[src/rtl/perm_arbiter.sv]
// Grants one shared permutation core to one of two requesters for a whole message, round robin when both ask.
// Combinational block path; ack mirrors core_ack for the owner only; CLR->BUSY->WAIT->DONE is >=3 cycles plus the core's time.
module perm_arbiter #(
  parameter int BLOCK_W = 576
) (
  input  logic               clk,
  input  logic               reset,
  input  logic               req0,
  input  logic               req1,
  input  logic [BLOCK_W-1:0] in0,
  input  logic [BLOCK_W-1:0] in1,
  input  logic               in_ready0,
  input  logic               in_ready1,
  input  logic               last0,
  input  logic               last1,
  output logic               ack0,
  output logic               ack1,
  output logic               done0,
  output logic               done1,
  output logic [BLOCK_W-1:0] core_in,
  output logic               core_in_ready,
  input  logic               core_ack,
  input  logic               core_out_ready,
  output logic               core_reset,
  output logic               owner,
  output logic               busy,
  output logic [7:0]         blk_cnt
);

  typedef enum logic [2:0] {
    IDLE,
    CLR,
    BUSY,
    WAIT,
    DONE
  } state_t;

  state_t     state_q, state_d;
  logic       owner_q, owner_d;
  logic       last_served_q, last_served_d;
  logic [7:0] blk_cnt_q, blk_cnt_d;

  logic sel_in_ready;
  logic sel_last;

  assign sel_in_ready = owner_q ? in_ready1 : in_ready0;
  assign sel_last     = owner_q ? last1 : last0;

  // last_served resets to 1 so the first contended grant goes to requester 0
  always_ff @(posedge clk or negedge reset) begin
    if (!reset) begin
      state_q       <= IDLE;
      owner_q       <= 1'b0;
      last_served_q <= 1'b1;
      blk_cnt_q     <= 8'd0;
    end else begin
      state_q       <= state_d;
      owner_q       <= owner_d;
      last_served_q <= last_served_d;
      blk_cnt_q     <= blk_cnt_d;
    end
  end

  always_comb begin
    state_d       = state_q;
    owner_d       = owner_q;
    last_served_d = last_served_q;
    blk_cnt_d     = blk_cnt_q;
    case (state_q)
      IDLE: begin
        if (req0 || req1) begin
          state_d = CLR;
          owner_d = (req0 && req1) ? ~last_served_q : req1;
        end
      end
      CLR: begin
        blk_cnt_d = 8'd0;
        state_d   = BUSY;
      end
      BUSY: begin
        if (core_ack) begin
          if (blk_cnt_q != 8'hFF) begin
            blk_cnt_d = blk_cnt_q + 8'd1;
          end
          if (sel_last) begin
            state_d = WAIT;
          end
        end
      end
      WAIT: begin
        if (core_out_ready) begin
          state_d = DONE;
        end
      end
      DONE: begin
        last_served_d = owner_q;
        state_d       = IDLE;
      end
      default: state_d = IDLE;
    endcase
  end

  // Reset drives state to IDLE asynchronously, which silences every state-derived output
  assign core_in       = owner_q ? in1 : in0;
  assign core_in_ready = (state_q == BUSY) && sel_in_ready;
  assign ack0          = (state_q == BUSY) && !owner_q && core_ack;
  assign ack1          = (state_q == BUSY) && owner_q && core_ack;
  assign done0         = (state_q == DONE) && !owner_q;
  assign done1         = (state_q == DONE) && owner_q;
  assign core_reset    = !reset || (state_q == CLR);
  assign busy          = (state_q != IDLE);
  assign owner         = owner_q;
  assign blk_cnt       = blk_cnt_q;

endmodule

[config.mk]
export PLATFORM = sky130hd
export DESIGN_NAME = perm_arbiter
export DESIGN_NICKNAME = d
export VERILOG_FILES = /design/src/rtl/perm_arbiter.sv
export SDC_FILE = /design/constraint.sdc
export NUM_CORES = 1
export LEC_CHECK = 0
export CORE_AREA = 2 2 692 694
export CTS_BUF_LIST = sky130_fd_sc_hd__clkbuf_8 sky130_fd_sc_hd__clkbuf_16
export CTS_CLUSTER_SIZE = 24
export DETAILED_ROUTE_END_ITERATION = 8
export DIE_AREA = 0 0 694 696
export PLACE_DENSITY = 0.3
export SLEW_MARGIN = 15
export SYNTH_ARGS = -nofsm -noshare
export SYNTH_HDL_FRONTEND = slang
export SYNTH_SLANG_ARGS = --single-unit
[constraint.sdc]
create_clock -name clk -period 2 [get_ports clk]
set_input_delay 0.5 -clock clk [delete_from_list [all_inputs] [get_ports clk]]
set_output_delay 0.5 -clock clk [all_outputs]
set_load 0.03 [all_outputs]
==> results of run 1 <==
==> routing by layer <==
metal / wire length (um) / GRT usage / up-vias
li1: - / - / 6618
met1: 134000 / 0.152 / 7704
met2: 151000 / 0.211 / 1674
met3: 77700 / 0.143 / 784
met4: 10100 / 0.0260 / 300
met5: 1980 / 0 / -
==> sequential cells by signal (all words and copies together) (netlist names) <==
signal         cells
last_served_q      1
state_q            3
blk_cnt            8
owner              1
==> cell type report <==
| cell class | instances | area, um2 | area share |
|---|---|---|---|
| repair buffers | 1895 | 21700 | 0.576 |
| inverters | 2 | 7.51 | 0.000199 |
| clock buffers | 3 | 75.1 | 0.00199 |
| well taps | 6272 | 7850 | 0.208 |
| multi-input cells | 640 | 7330 | 0.195 |
| clock inverters | 1 | 5.00 | 0.000133 |
| diodes | 147 | 368 | 0.00977 |
| flip-flops and latches | 13 | 330 | 0.00877 |
==> report_power, final <==
| part | internal (uW) | leakage (uW) | switching [uW] |
|---|---|---|---|
| clock network | 266 | 0.0000418 | 119 |
| registers | 353 | 0.000167 | 141 |
| logic | 19400 | 0.0127 | 23400 |
| total | 20000 | 0.0129 | 23700 |
==> cells in the final DEF, fill, tap and decap left out, types with 12 or more instances in the layout <==
cell                n
buf_12            256
buf_4             172
buf_16             16
mux2_2            466
clkdlybuf4s50_1  1153
clkdlybuf4s15_2    24
nand2_1            12
buf_6             135
diode_2           147
mux2_4            110
clkbuf_16          27
buf_2              47
dlygate4sd2_1      51
buf_8              13
==> how the worst min path moves through the flow <==
stage	startpoint	to	cells after the start
floorplan	reset	blk_cnt[0]	0
global placement	last_served_q	last_served_q	1
detailed placement	last_served_q	last_served_q	1
CTS	last_served_q	last_served_q	1
global route	last_served_q	last_served_q	1
finish	last_served_q	last_served_q	1
==> logic make-up (layout without fill, tap and decap cells) <==
kind of cell,count (synthesis),in the layout
flip-flops,13,13
buffers and inverters,69,1901
other,0,147
AO/OA/AOI/OAI,17,17
multiplexers,578,578
AND/OR/NAND/NOR,44,44
adder cells (fa/ha/maj),1,1
==> worst reg2reg max path: stages (launching register included) <==
cell and delay [ns]:
dfrtp_4 0.51, buf_12 0.17, buf_12 0.15, buf_4 0.13
buf_4 0.15, mux2i_1 0.15, buf_4 0.16, o22ai_1 0.08
o21ai_0 0.18, nor2_1 0.06
==> timing repair <==
item,4_1_cts,5_1_grt
resized for setup,314,499
buffers inserted,10,42
hold buffers,0,0
pin swaps,0,0
cloned,3,28
setup endpoints to repair,583,587
==> per-stage QoR <==
stage | power [uW] | setup slack (ns) | instances
global route | 45900 | -0.597 | 8876
global placement | 39900 | -1.88 | 8741
detailed placement | 39700 | -0.937 | 8742
floorplan | 16100 | -0.0515 | 722
CTS | 40700 | -0.645 | 8758
finish | 43700 | -0.559 | 8973
==> out/metrics.yaml, run 1 <==
run_status:
  outcome: "finished with violations"
  violations: "setup timing"
routing:
  via_per_inst: 1.90
  vias: 17100
  postRouteWirelength_mm: 374
  drt-initial-drc-count: 816
  wl_per_cell_um: 41.7
  first_pass_iters: 5
  postRouteAntennaNets: 0
  drc_errors: 0
logic_synthesis:
  yosysWarnings: 0
  syn-mean-instance-area_um2: 10.5
  yosys-top-cells-count: "mux2_2 (576), buf_2 (59), dfrtp_1 (12), nand2_1 (12), nor3_1 (7)"
  yosysMostFrequentCell: "mux2_2"
  synthFlopType: "dfrtp_1"
  yosys.area_share.adder: 0.00165
  synth.area.mux_share: 0.860
  ys_types: 33
  synthDominantCellAreaShare: 0.858
  synth_compound_area_frac: 0.0187
  synth-xor-area-share: 0
  syn-num-nets: 1885
  async_flop_share: 1.00
  ys_ff_latch: 13
  synth-simple-area-share: 0.0303
  synth_area_leaders: "mux2_2 (86%), dfrtp_1 (4.0%), buf_2 (3.9%)"
  synth_top_family_by_area: "multiplexers"
  syn_inst: 722
  synth_edf_count: 0
  synth_area_leader_cell: "mux2_2"
  ys_seq_area_frac: 0.0432
  netlist_area_um2: 7560
final_layout:
  areaGrowthSynthToFinish_pct: 398
  n_fill_cell: 55400
  fin_area_um2: 37600
  nets: 3718
  drive_gt1_frac: 0.502
  final_util: 0.0790
global_route:
  grt_pass1_vias: 16000
  antenna_found_initial: 515
  grt_start_max_net_pins: 36
  grt_pass1_wl_mm: 403
  grt-ovfl-total: 0
  grt_usage: 0.146
power_and_ir_drop:
  vdd_ir_drop_max_mv: 0.432
  power.leakage_uw: 0.0129
  power.density_nw_per_um2: 1160
worst_setup_path:
  worst-path-buf-inv: 5
  critPathCapture: "core_in[5]"
  cp_data_required_time_ns: 1.50
  crit_slowest_cell: "dfrtp_4"
  worst_setup_path_start_kind: "flip-flop"
  cp_cell_sequence: "buf_16 -> buf_16 -> buf_12 -> buf_16 -> mux2_4 -> buf_6"
  crit_family: "buffers and inverters"
  path_common_cell: "buf_16"
  crit_cells: 6
  critPathLaunch: "owner"
  r2r_cells: 9
  path_max_fanout: 7
  arrival_ns: 2.06
  max_stage_delay_ns: 0.51
  reg2reg_from: "owner"
  critPathCaptureType: "primary output"
  crit_type: "flip-flop to primary output"
  rr_endpoint: "state_q[0]"
  rrSetupSlack_ns: 0.15
hold_path:
  hold_class: "flip-flop to flip-flop"
clock_network:
  clockBufferDepth: 2
  cts_tree: "yes"
  htree_levels: 1
  clkTransAtPathRegs_ns: 0.05
  clkSinkCount: 13
  clkLatencyLatePin_ns: 0.24
  cts_buffers: 3
  ctsRootBufferMaster: "clkbuf_16"
die:
  rows: 254
  die_h_um: 696
  start_util: 0.0159
  fp.dieArea_um2: 483000
  io_pins: 1754
  dieWidth_um: 694
  core_area_um2: 476000
timing:
  maxSlewViolCount: 0
  worst_slack_ns: -0.559
  max_slew_margin: 0.541
  worst_pin_slew_ns: 0.688
  finalHoldViolCount: 0
  max_freq_ghz: 0.391
  fin_crit_ns: 2.56
  finalSetupViolCount: 584
  rsz0062_at_grt: "true"
  worst_clock_skew_ns: 0.00637
  fin_setup_tns_ns: -243.57
  timing.final.crit_share: 1.28
  whs_ns: 0.515
placement:
  gp_congestion: 0.976
  port_buffers: 1753
  place_area_um2: 35000
  post-dp-hpwl_mm: 359
job:
  max_cap_viol_count: 0
Note: power is estimated with default switching activity, not from simulation.
==> run 2, diff against run 1 <==
--- a/config.mk
+++ b/config.mk
@@ -5,6 +5,7 @@
 export SDC_FILE = /design/constraint.sdc
 export NUM_CORES = 1
 export LEC_CHECK = 0
+export CAP_MARGIN = 20
 export CORE_AREA = 2 2 692 694
 export CTS_BUF_LIST = sky130_fd_sc_hd__clkbuf_8 sky130_fd_sc_hd__clkbuf_16
 export CTS_CLUSTER_SIZE = 24
==> out/metrics.yaml, run 2 (same netlist as run 1, synthesis figures left out) <==
final_layout:
  n_fill_cell: 55200  # -0.29%
  drive_gt1_frac: 0.528  # +0.0264
  seqCellArea_um2: 330  # unchanged
  largest_reg_flops: 8  # unchanged
  layout_commonest_cell: "clkdlybuf4s50_1"
  multiInputGateArea_um2: 8060  # +10%
  areaGrowthSynthToFinish_pct: 428
  finalNonFillerCells: 9027  # +0.60%
  nets: 3778  # +1.6%
  final_util: 0.0838  # +0.00475
  layout_common_cells: "clkdlybuf4s50_1 (1150), buf_6 (302), mux2_4 (300)"
placement:
  post-place-cells: 8742  # unchanged
  port_buffers: 1753  # unchanged
  gp_congestion: 0.976  # unchanged
  post-dp-hpwl_mm: 359  # about the same
timing:
  worst_slack_ns: -0.674  # -0.115 ns
  timing.final.crit_share: 1.34  # +0.0574
  max_slew_margin: 0.536  # -0.00523
  finalHoldViolCount: 0  # unchanged
  maxSlewViolCount: 0  # unchanged
  worst_clock_skew_ns: 0.00706  # +0.000698 ns
  rsz0062_at_grt: "true"
  whs_ns: 0.482  # -0.0334 ns
  max_freq_ghz: 0.374  # -4.3%
  fin_crit_ns: 2.67  # +0.115 ns
  finalSetupViolCount: 583  # -0.17%
  worst_pin_slew_ns: 0.696  # +0.00784 ns
job:
  max_cap_viol_count: 0  # unchanged
clock_network:
  clkSinkCount: 13  # unchanged
  clkTransAtPathRegs_ns: 0.05  # about the same
  cts_tree: "yes"
  htree_levels: 1  # unchanged
  cts_buffers: 3  # unchanged
  ctsRootBufferMaster: "clkbuf_16"
  clockBufferDepth: 2  # unchanged
  cts_hold_buf: 0  # unchanged
  clkLatencyLatePin_ns: 0.25  # about the same
worst_setup_path:
  worst_setup_path_start_kind: "flip-flop"
  max_stage_delay_ns: 0.54  # +0.03 ns
  path_max_fanout: 5  # -2
  cp_data_required_time_ns: 1.50  # about the same
  rrSetupSlack_ns: -0.16  # -0.31 ns
  crit_slowest_cell: "dfrtp_4"
  critPathCaptureType: "primary output"
  crit_type: "flip-flop to primary output"
  arrival_ns: 2.17  # +0.11 ns
  cp_cell_sequence: "buf_16 -> buf_16 -> mux2i_4 -> buf_12 -> nor4_4 -> buf_4 -> buf_12"
power_and_ir_drop:
  combPwrFrac: 0.981  # about the same
  swShare: 0.516  # -0.0255
  vdd_ir_drop_max_mv: 0.451  # +4.3%
  power.density_nw_per_um2: 1210  # +4.2%
  p_int_uw: 23300  # +17%
  pwr-share-clk: 0.008  # about the same
  p_sw_uw: 24900  # +5.3%
  sequentialPowerShare: 0.011  # about the same
  power.total_uw: 48300  # +10%
  power.leakage_uw: 0.0145  # +12%
die:
  start_util: 0.0159  # unchanged
  die_h_um: 696  # unchanged
  fp.dieArea_um2: 483000  # unchanged
  dieWidth_um: 694  # unchanged
  core_area_um2: 476000  # unchanged
  rows: 254  # unchanged
  io_pins: 1754  # unchanged
global_route:
  grt_pass1_wl_mm: 405  # +0.61%
  met3_usage: 0.140  # -0.00234
  grt-busiest-layer: "met2"
  grt_usage: 0.147  # +0.000970
  use_met1: 0.155  # +0.00296
  grt_start_max_net_pins: 36  # unchanged
  grt_use_met2: 0.212  # +0.000758
  antenna_found_initial: 519  # +0.78%
  grt_pass1_vias: 15900  # -0.51%
  grt-ovfl-total: 0  # unchanged
routing:
  drc_errors: 0  # unchanged
  wl_per_cell_um: 41.8  # +0.14%
  first_pass_iters: 5  # unchanged
  drt-initial-drc-count: 766  # -6.1%
  via_per_inst: 1.93  # +1.5%
  vias: 17400  # +2.1%
  postRouteWirelength_mm: 377  # +0.74%
  postRouteAntennaNets: 1  # +1
run_status:
  violations: "antenna rules, setup timing"
  outcome: "finished with violations"
hold_path:
  hold_class: "input port to async pin"
## run 2: changes by cell type in the layout (fill, tap and decap cells not counted), sizes merged
| cell | delta |
|---|---|
| dlygate4sd2 | -37 |
| clkdlybuf4s15 | -24 |
| clkbuf | +3 |
| dlymetal6s2s | +5 |
| clkdlybuf4s50 | -3 |
| buf | +116 |
| diode | -6 |
## run 2: power by group through the flow
stage               combinational, uW  clock, uW  sequential (uW)
CTS                             41300        390              506
detailed placement              39200          0              490
floorplan                       15600          0              489
global placement                39400          0              493
finish                          47400        389              508
global route                    49700        402              532
## run 2: cell type report
class,instances,share of cell area
sequential,13,0.00828
clock inverter,1,0.000125
clock buffer,3,0.00188
antenna,141,0.00884
multi-input combinational,640,0.202
inverter,2,0.000188
tap,6272,0.197
timing repair buffer,1955,0.582
## run 2: worst paths after layout
path,start,end,depth (start not counted)
max in group asynchronous,reset,last_served_q,2
setup reg to reg,owner,state_q[0],11
setup / recovery,owner,core_in_ready,7
hold reg to reg,last_served_q,last_served_q,1
min in group clk,last_served_q,last_served_q,1
hold / removal,reset,owner,2
## run 2: per-layer routing
layer	routed length, um	share of wire	vias up
li1	-	-	6743
met3	77900	0.21	815
met5	1920	0.0051	-
met4	11000	0.029	292
met2	152000	0.40	1757
met1	135000	0.36	7829
## run 2: through the flow
step           setup TNS, ns  area, um2  worst slack, ns
2_1_floorplan         -25.76       7590          -0.0515
3_3_place_gp         -157.09      35000            -1.88
3_5_place_dp         -160.65      35000           -0.952
4_1_cts              -280.39      35900           -0.649
5_1_grt              -275.55      39700           -0.652
6_report             -259.02      39900           -0.674
## run 2: critical path, delay by kind of cell (launching register included)
kind,cells,cell delay [ns]
muxes,1,0.21
and+or+nand+nor,1,0.17
buffers and inverters,5,0.84
DFF,1,0.54
## run 2: what timing repair did
action | 4_1_cts | 5_1_grt
buffers inserted | 26 | 80
gates cloned | 9 | 37
gates resized for setup | 471 | 1124
endpoints found under the setup margin | 583 | 588
